[src/rtl/uc_multiplier8bits.sv]
// -----------------------------------------------------------------------------
// uc_multiplier8bits
// Control unit for the FD_multiplier8bits datapath. It walks the datapath
// through one multiply by issuing the register load strobes and the ROM /
// adder mux selects in a fixed order, then waits for the datapath PRONTO
// flag. The system sees a START / BUSY / DONE handshake plus a sticky ERROR
// flag raised when PRONTO does not arrive within TIMEOUT cycles.
//
// Parameters
//   SETUP_CYC : cycles a select is held with its strobe low before the strobe
//               cycle of each phased state (0..7)
//   TIMEOUT   : maximum cycles spent waiting for PRONTO (1..255)
//
// Ports
//   CLK            in   clock, rising edge
//   RESET          in   synchronous active-low reset
//   START          in   multiply request, sampled only in IDLE
//   PRONTO         in   datapath result-valid flag
//   LD_XY .. LD_RES out one-cycle register load strobes
//   SELROM         out  ROM address select (2 bits)
//   SELSOMA        out  adder operand select (2 bits)
//   BUSY           out  high whenever the unit is not idle
//   DONE           out  one-cycle completion pulse
//   ERROR          out  sticky PRONTO-timeout flag
// -----------------------------------------------------------------------------
module uc_multiplier8bits #(
   parameter int SETUP_CYC = 1,
   parameter int TIMEOUT   = 8
) (
   input  logic       CLK,
   input  logic       RESET,
   input  logic       START,
   input  logic       PRONTO,
   output logic       LD_XY,
   output logic       LD_DE0,
   output logic       LD_A,
   output logic       LD_B,
   output logic       LD_DE1,
   output logic       LD_AB,
   output logic       LD_DE_ABshift,
   output logic       LD_RES,
   output logic [1:0] SELROM,
   output logic [1:0] SELSOMA,
   output logic       BUSY,
   output logic       DONE,
   output logic       ERROR
);

   localparam logic [2:0] C_SETUP   = 3'(SETUP_CYC);
   localparam logic [7:0] C_TO_LAST = 8'(TIMEOUT - 1);

   typedef enum logic [3:0] {
      IDLE        = 4'd0,
      LOAD_XY     = 4'd1,
      LOAD_DE0    = 4'd2,
      ROM_A       = 4'd3,
      ROM_B       = 4'd4,
      ROM_DE1     = 4'd5,
      SUM_AB      = 4'd6,
      SHIFT       = 4'd7,
      RES         = 4'd8,
      WAIT_PRONTO = 4'd9,
      DONE_ST     = 4'd10
   } state_t;

   // Strobe vector order: XY, DE0, A, B, DE1, AB, DE_ABshift, RES (msb first)
   typedef struct packed {
      logic [7:0] ld;
      logic [1:0] selrom;
      logic [1:0] selsoma;
      logic       busy;
      logic       done;
   } out_t;

   state_t     r_state;
   logic [2:0] r_setup_cnt;
   logic [7:0] r_to_cnt;
   logic       r_error;
   out_t       r_out;

   state_t     w_state_nxt;
   logic [2:0] w_setup_nxt;
   logic [7:0] w_to_nxt;
   logic       w_error_nxt;

   // Successor of a phased state; the last one hands over to the PRONTO wait.
   function automatic state_t f_next_phase(input state_t st);
      state_t nx;
      case (st)
         ROM_A:   nx = ROM_B;
         ROM_B:   nx = ROM_DE1;
         ROM_DE1: nx = SUM_AB;
         SUM_AB:  nx = SHIFT;
         SHIFT:   nx = RES;
         RES:     nx = WAIT_PRONTO;
         default: nx = IDLE;
      endcase
      return nx;
   endfunction

   // Moore output decode. The strobe of a phased state fires only when the
   // setup counter has run down to zero, i.e. in the last cycle of the state.
   function automatic out_t f_decode(input state_t st, input logic [2:0] cnt);
      out_t o;
      logic last;
      o      = '0;
      last   = (cnt == 3'd0);
      o.busy = (st != IDLE);
      case (st)
         IDLE:        o.busy       = 1'b0;
         LOAD_XY:     o.ld[7]      = 1'b1;
         LOAD_DE0:    o.ld[6]      = 1'b1;
         ROM_A:       begin o.selrom  = 2'd1; o.ld[5] = last; end
         ROM_B:       begin o.selrom  = 2'd2; o.ld[4] = last; end
         ROM_DE1:     begin o.selrom  = 2'd3; o.ld[3] = last; end
         SUM_AB:      begin o.selsoma = 2'd1; o.ld[2] = last; end
         SHIFT:       begin o.selsoma = 2'd2; o.ld[1] = last; end
         RES:         begin o.selsoma = 2'd3; o.ld[0] = last; end
         WAIT_PRONTO: o.done       = 1'b0;
         DONE_ST:     o.done       = 1'b1;
         default:     o            = '0;
      endcase
      return o;
   endfunction

   // Next-state, counter and error-flag logic.
   always_comb begin
      w_state_nxt = r_state;
      w_setup_nxt = r_setup_cnt;
      w_to_nxt    = r_to_cnt;
      w_error_nxt = r_error;
      case (r_state)
         IDLE: begin
            if (START) begin
               w_state_nxt = LOAD_XY;
               w_error_nxt = 1'b0;
            end else begin
               w_state_nxt = IDLE;
            end
         end
         LOAD_XY: w_state_nxt = LOAD_DE0;
         LOAD_DE0: begin
            w_state_nxt = ROM_A;
            w_setup_nxt = C_SETUP;
         end
         ROM_A, ROM_B, ROM_DE1, SUM_AB, SHIFT, RES: begin
            if (r_setup_cnt == 3'd0) begin
               // Reload on every phased-state entry; harmless when leaving to WAIT.
               w_state_nxt = f_next_phase(r_state);
               w_setup_nxt = C_SETUP;
               w_to_nxt    = 8'd0;
            end else begin
               w_setup_nxt = r_setup_cnt - 3'd1;
            end
         end
         WAIT_PRONTO: begin
            if (PRONTO) begin
               w_state_nxt = DONE_ST;
               w_to_nxt    = 8'd0;
            end else if (r_to_cnt == C_TO_LAST) begin
               // TIMEOUT consecutive cycles without PRONTO: abandon the run.
               w_state_nxt = IDLE;
               w_error_nxt = 1'b1;
               w_to_nxt    = 8'd0;
            end else begin
               w_to_nxt    = r_to_cnt + 8'd1;
            end
         end
         DONE_ST: w_state_nxt = IDLE;
         default: begin
            w_state_nxt = IDLE;
            w_setup_nxt = 3'd0;
            w_to_nxt    = 8'd0;
         end
      endcase
   end

   // State, counters, error flag and registered outputs. Outputs are decoded
   // from the next state so they line up with the state they describe.
   always_ff @(posedge CLK) begin
      if (!RESET) begin
         r_state     <= IDLE;
         r_setup_cnt <= 3'd0;
         r_to_cnt    <= 8'd0;
         r_error     <= 1'b0;
         r_out       <= '0;
      end else begin
         r_state     <= w_state_nxt;
         r_setup_cnt <= w_setup_nxt;
         r_to_cnt    <= w_to_nxt;
         r_error     <= w_error_nxt;
         r_out       <= f_decode(w_state_nxt, w_setup_nxt);
      end
   end

   assign LD_XY         = r_out.ld[7];
   assign LD_DE0        = r_out.ld[6];
   assign LD_A          = r_out.ld[5];
   assign LD_B          = r_out.ld[4];
   assign LD_DE1        = r_out.ld[3];
   assign LD_AB         = r_out.ld[2];
   assign LD_DE_ABshift = r_out.ld[1];
   assign LD_RES        = r_out.ld[0];
   assign SELROM        = r_out.selrom;
   assign SELSOMA       = r_out.selsoma;
   assign BUSY          = r_out.busy;
   assign DONE          = r_out.done;
   assign ERROR         = r_error;

endmodule
[config.mk]
export PLATFORM = sky130hd
export DESIGN_NAME = uc_multiplier8bits
export DESIGN_NICKNAME = d
export VERILOG_FILES = /design/src/rtl/uc_multiplier8bits.sv
export SDC_FILE = /design/constraint.sdc
export NUM_CORES = 1
export LEC_CHECK = 0
export BUFFER_PORTS_ARGS = -buffer_cell sky130_fd_sc_hd__buf_2
export CAP_MARGIN = 10
export CORE_MARGIN = 2
export CORE_UTILIZATION = 50
export CTS_CLUSTER_DIAMETER = 80
export CTS_CLUSTER_SIZE = 28
export DETAILED_ROUTE_END_ITERATION = 7
export PLACE_DENSITY = 0.71
export SYNTH_ARGS = -nofsm -noshare
export SYNTH_HDL_FRONTEND = slang
export SYNTH_SLANG_ARGS = --single-unit
[constraint.sdc]
create_clock -name CLK -period 2.1 [get_ports CLK]
set_input_delay 0.105 -clock CLK [delete_from_list [all_inputs] [get_ports CLK]]
set_output_delay 0.105 -clock CLK [all_outputs]
set_load 0.01 [all_outputs]
# Word-level counts from Yosys, hierarchy flattened
# Cells that the tools add are included.
# totals
inputBits	4
ff_bits	30
word_cells	82
# op_classes
n_eq_ne	25
addsub	2
bitwise	1
mux	21
reduce_logical	18
# ops
cell	count
$eq 4x3->1 const B	8
$eq 4x4->1 const B	6
$mux 8	3
$pmux 4 s6	1
$pmux 8 s3	1
$pmux 4 s5	1
$eq 4x2->1 const B	4
$reduce_and 2->1	8
$mux 4	3
$pmux 2 s3	2
$reduce_or 10->1	1
$pmux 3 s3	1
$add 8x1->8 const B	1
$eq 4x1->1 const B	2
$eq 8x3->1 const B	1
$ne 2x2->1 const B	4
$reduce_or 4->1	2
$mux 1	7
$logic_not 3->1	2
$reduce_or 6->1	1
$logic_not 4->1	1
$reduce_and 4->1	1
$reduce_bool 4->1	1
$mux 3	1
4 further kinds	4

# Longest topological paths before layout
# logic_depth
word_depth	7
mapped_depth	7
depth_no_buf	6

# Least setup slack after synthesis
# Ideal clock, no wire load.
# synth_timing
path_kind	register -> register
from	reg r_setup_cnt[1]
to	reg r_to_cnt[7]
path_slack_ns	0.255
required_ns	2.033
setup_ns	0.067
n_path_buf	2
arrival_time_ns	1.778
stages_incl_launch_ff	8
path_cell_list	dfxtp_1 > buf_6 > nor3_4 > a21boi_2 > or2_1 > buf_6 > or4_4 > a21oi_2
# synth_between
elab_chain_len	3
# synth_rtl
element	line	text
from (decl)	76	logic [2:0] r_setup_cnt;
from (signal assigned)	189	r_setup_cnt <= w_setup_nxt;
$logic_not 3->1	147	if (r_setup_cnt == 3'd0) begin
$ne 2x2->1 (no source line)	-	
$reduce_and 2->1 (no source line)	-	
to (signal assigned)	190	r_to_cnt <= w_to_nxt;
to (decl)	77	logic [7:0] r_to_cnt;
# Every way passes these cells.
# A chain may end at the register's enable or synchronous reset.

# Worst setup path after layout
# layout_timing
from	reg r_setup_cnt[0]
to	reg r_to_cnt[7]
# Same word-level chain as after synthesis.

==> impl_results.md <==
* Sw frac at 0.321
* DP Worst Slack at 0.176 ns
* Fill cells at 239
* First DRT Iteration DRCs at 39
* Fin nets at 189
* Fin util at 0.597
* Max FO, Critical Path at 11
* Num rows at 19
* Slew Viols, Final at 0
* Worst Path Required at 2.37 ns
* Setup repair bufs after CTS at 0
* CP Class: reg2reg
* Max Cap Viol at 0
* Share of layout cells above drive strength 1 at 0.270
* Sequential Power Share at 0.494
* Worst min path class: in2reg
* Height of the die at 57.3 um
* Finished Cell Area at 1630 um^2
* Setup Skew at 0.00722 ns
* Avg Cell Area, Syn at 8.95 um^2
* Setup TNS Final at 0 ns
* Initial Util at 0.520
* Top cells by area, synth: dfxtp_1 (42%), nor2_1 (5.8%), nor3_1 (3.2%)
* Syn nets at 164
* Fmax at 509 MHz
* Antenna viol nets, final at 0
* Fin crit share at 0.936
* Initial antenna violation count at 0
* Psw at 417 uW
* PnR worst setup slack at 0.135 ns
* Final hold viol count at 0
* Post-Synthesis Cells at 159
* Clock Latency Late Sink at 0.33 ns
* Post-DR vias/cell at 5.87
* GPL Wtd Cong at 0.867
* Leakage at 0.000655 uW
* Post-Route WL at 3.25 mm
* Max VDD drop at 0.000557 V
* Total power at 1300 uW
* Worst-path clk slew at 0.09 ns
* P_int at 882 uW
* Ant diodes at 0
* Post-synth top area share at 0.422
* # hold bufs at CTS at 0
* Vias in the first global route at 1234
* Die area at 3290 um^2
* Area Overhead vs Synth at 14.7%
* Htree depth at 2
* Total gr overflow at 0
* Slew @ Worst Pin at 0.525 ns
* IO Count at 19
* Status: finished, final reports clean
* Gr usage total at 0.217
* Top_reg_cell synth: dfxtp_1
* Clk Tree Root Cell: clkbuf_4
* Post-synthesis register bit count at 30
* Flop2flop setup slack at 0.14 ns
* Final setup fails at 0
* Cts bufs inserted at 5
* Min Tclk post-route at 1.96 ns
* Synth unique cells at 49
* Clock Path Buffers at 2
* Synth area leader: dfxtp_1
* Yosys warning count at 0
* CP Data Arrival Time at 2.24 ns
* Largest net degree at the start of global routing at 14
* PostCTS Resize Cnt at 0
* Critical Path End Type: flip-flop
* WL/cell at 15.0 um
* Mapped cell area at 1420 um^2
* First-pass GRT wire length at 5.51 mm
* Sequential area share after synthesis at 0.422
* CTS tree: done
* Combinational power share at 0.228
* Post-DP HPWL at 2.39 mm
* DP Area at 1560 um^2
* Die X-Extent at 57.3 um
* Placeable Area at 2730 um^2
* Relative slew slack at 0.648
* Clock Power Share at 0.278
* Critical Path Start Type: flip-flop
* Post-synth EDFFs at 0
* DRC at 0
* CTS Sinks at 30
* Ys async rst share at 0
* Routed vias at 1267
* PwrDens at 796 nW/um^2
* IO Port Bufs at 18
* Pre-antenna DRT Iters at 4
## synthesized netlist by cell type (2+ instances only)
| library cell | n |
|---|---|
| o21ai_0 | 8 |
| nand2b_1 | 4 |
| clkbuf_1 | 3 |
| mux2i_1 | 3 |
| or4_1 | 2 |
| a21oi_1 | 6 |
| nand4_1 | 3 |
| nor3b_1 | 2 |
| inv_1 | 4 |
| dfxtp_1 | 30 |
| nor2_1 | 22 |
| nor3_1 | 9 |
| nand3_1 | 6 |
| a21oi_2 | 2 |
| o21bai_1 | 2 |
| nand2_1 | 3 |
| nor4b_1 | 2 |
| nor4_1 | 4 |
| buf_2 | 3 |
| buf_6 | 2 |
| xnor2_1 | 4 |
| mux2_2 | 3 |
| o21ai_1 | 2 |
| nor2b_1 | 4 |
| a22oi_1 | 2 |
## area by class of cell
| class | count | area, um^2 | share of cell area |
|---|---|---|---|
| Clock buffer | 6 | 51.3 | 0.0314 |
| Clock inverter | 2 | 12.5 | 0.00767 |
| Inverter | 4 | 15.0 | 0.00920 |
| Multi-Input combinational cell | 117 | 763 | 0.468 |
| Sequential cell | 30 | 601 | 0.368 |
| Tap cell | 31 | 38.8 | 0.0238 |
| Timing Repair Buffer | 26 | 150 | 0.0920 |
## flip-flops by register name (all words and copies together) (netlist names), 2 cells and up
register and cells:
r_to_cnt 8, r_state 4, r_setup_cnt 3, SELROM 2, SELSOMA 2
## cells by family after synthesis
kind of cell,count (synthesis),share of synthesized area
DFF,30,0.422
and+or+nand+nor,71,0.276
xor gates and xnor gates,5,0.0308
AOI/OAI and AO/OA,34,0.172
buffers and inverters,12,0.0448
muxes,6,0.0449
adders and majority gates,1,0.00879
## cell usage in the layout, fill, tap and decap left out, types with 2 or more instances in the layout
master and count:
a22oi_1 2, nor2_1 22, clkbuf_4 5, or4_1 2, o21ai_1 3, nand3_1 6
nor3b_1 2, nor4b_1 2, o21bai_1 2, mux2_2 3, buf_2 18, a21oi_1 6
o21ai_0 7, nand2_1 3, dfxtp_1 30, nand4_1 3, mux2i_1 3, nor3_1 8
xnor2_1 4, a21oi_2 2, buf_4 8, nand2b_1 4, nor4_1 4, nor2b_1 4
inv_1 4
## power by group through the flow
stage                     combinational (uW)  clock, uW  sequential (uW)
after detailed placement                 293          0              654
after global routing                     326        397              648
after global placement                   285          0              652
final                                    296        361              642
after CTS                                295        368              641
after floorplan                          228          0              642
## per-layer routing
layer  GRT usage  part of all wire
met5           0                 0
met4      0.0797             0.012
met3      0.0952             0.053
met2       0.339              0.50
met1       0.265              0.43
## worst max-delay path: stages (launching register included)
cell,delay [ns]
dfxtp_1,0.43
nor3_4,0.39
a21boi_2,0.17
or2_1,0.26
or4_4,0.51
a21oi_2,0.14
## metrics by stage
stage,cells,hold WS [ns]
6_report,216,0.0835
5_1_grt,216,0.106
4_1_cts,216,0.0765
3_5_place_dp,208,0.423
3_3_place_gp,208,0.444
2_1_floorplan,159,0.251
## worst paths after layout
kind | from | end | cells past startpoint
setup reg to reg | r_setup_cnt[0] | r_to_cnt[7] | 5
setup / recovery | r_setup_cnt[0] | r_to_cnt[7] | 5
hold / removal | RESET | LD_XY | 2
hold reg to reg | r_to_cnt[7] | r_to_cnt[7] | 2
No activity file was read; power rests on OpenSTA's default activity.
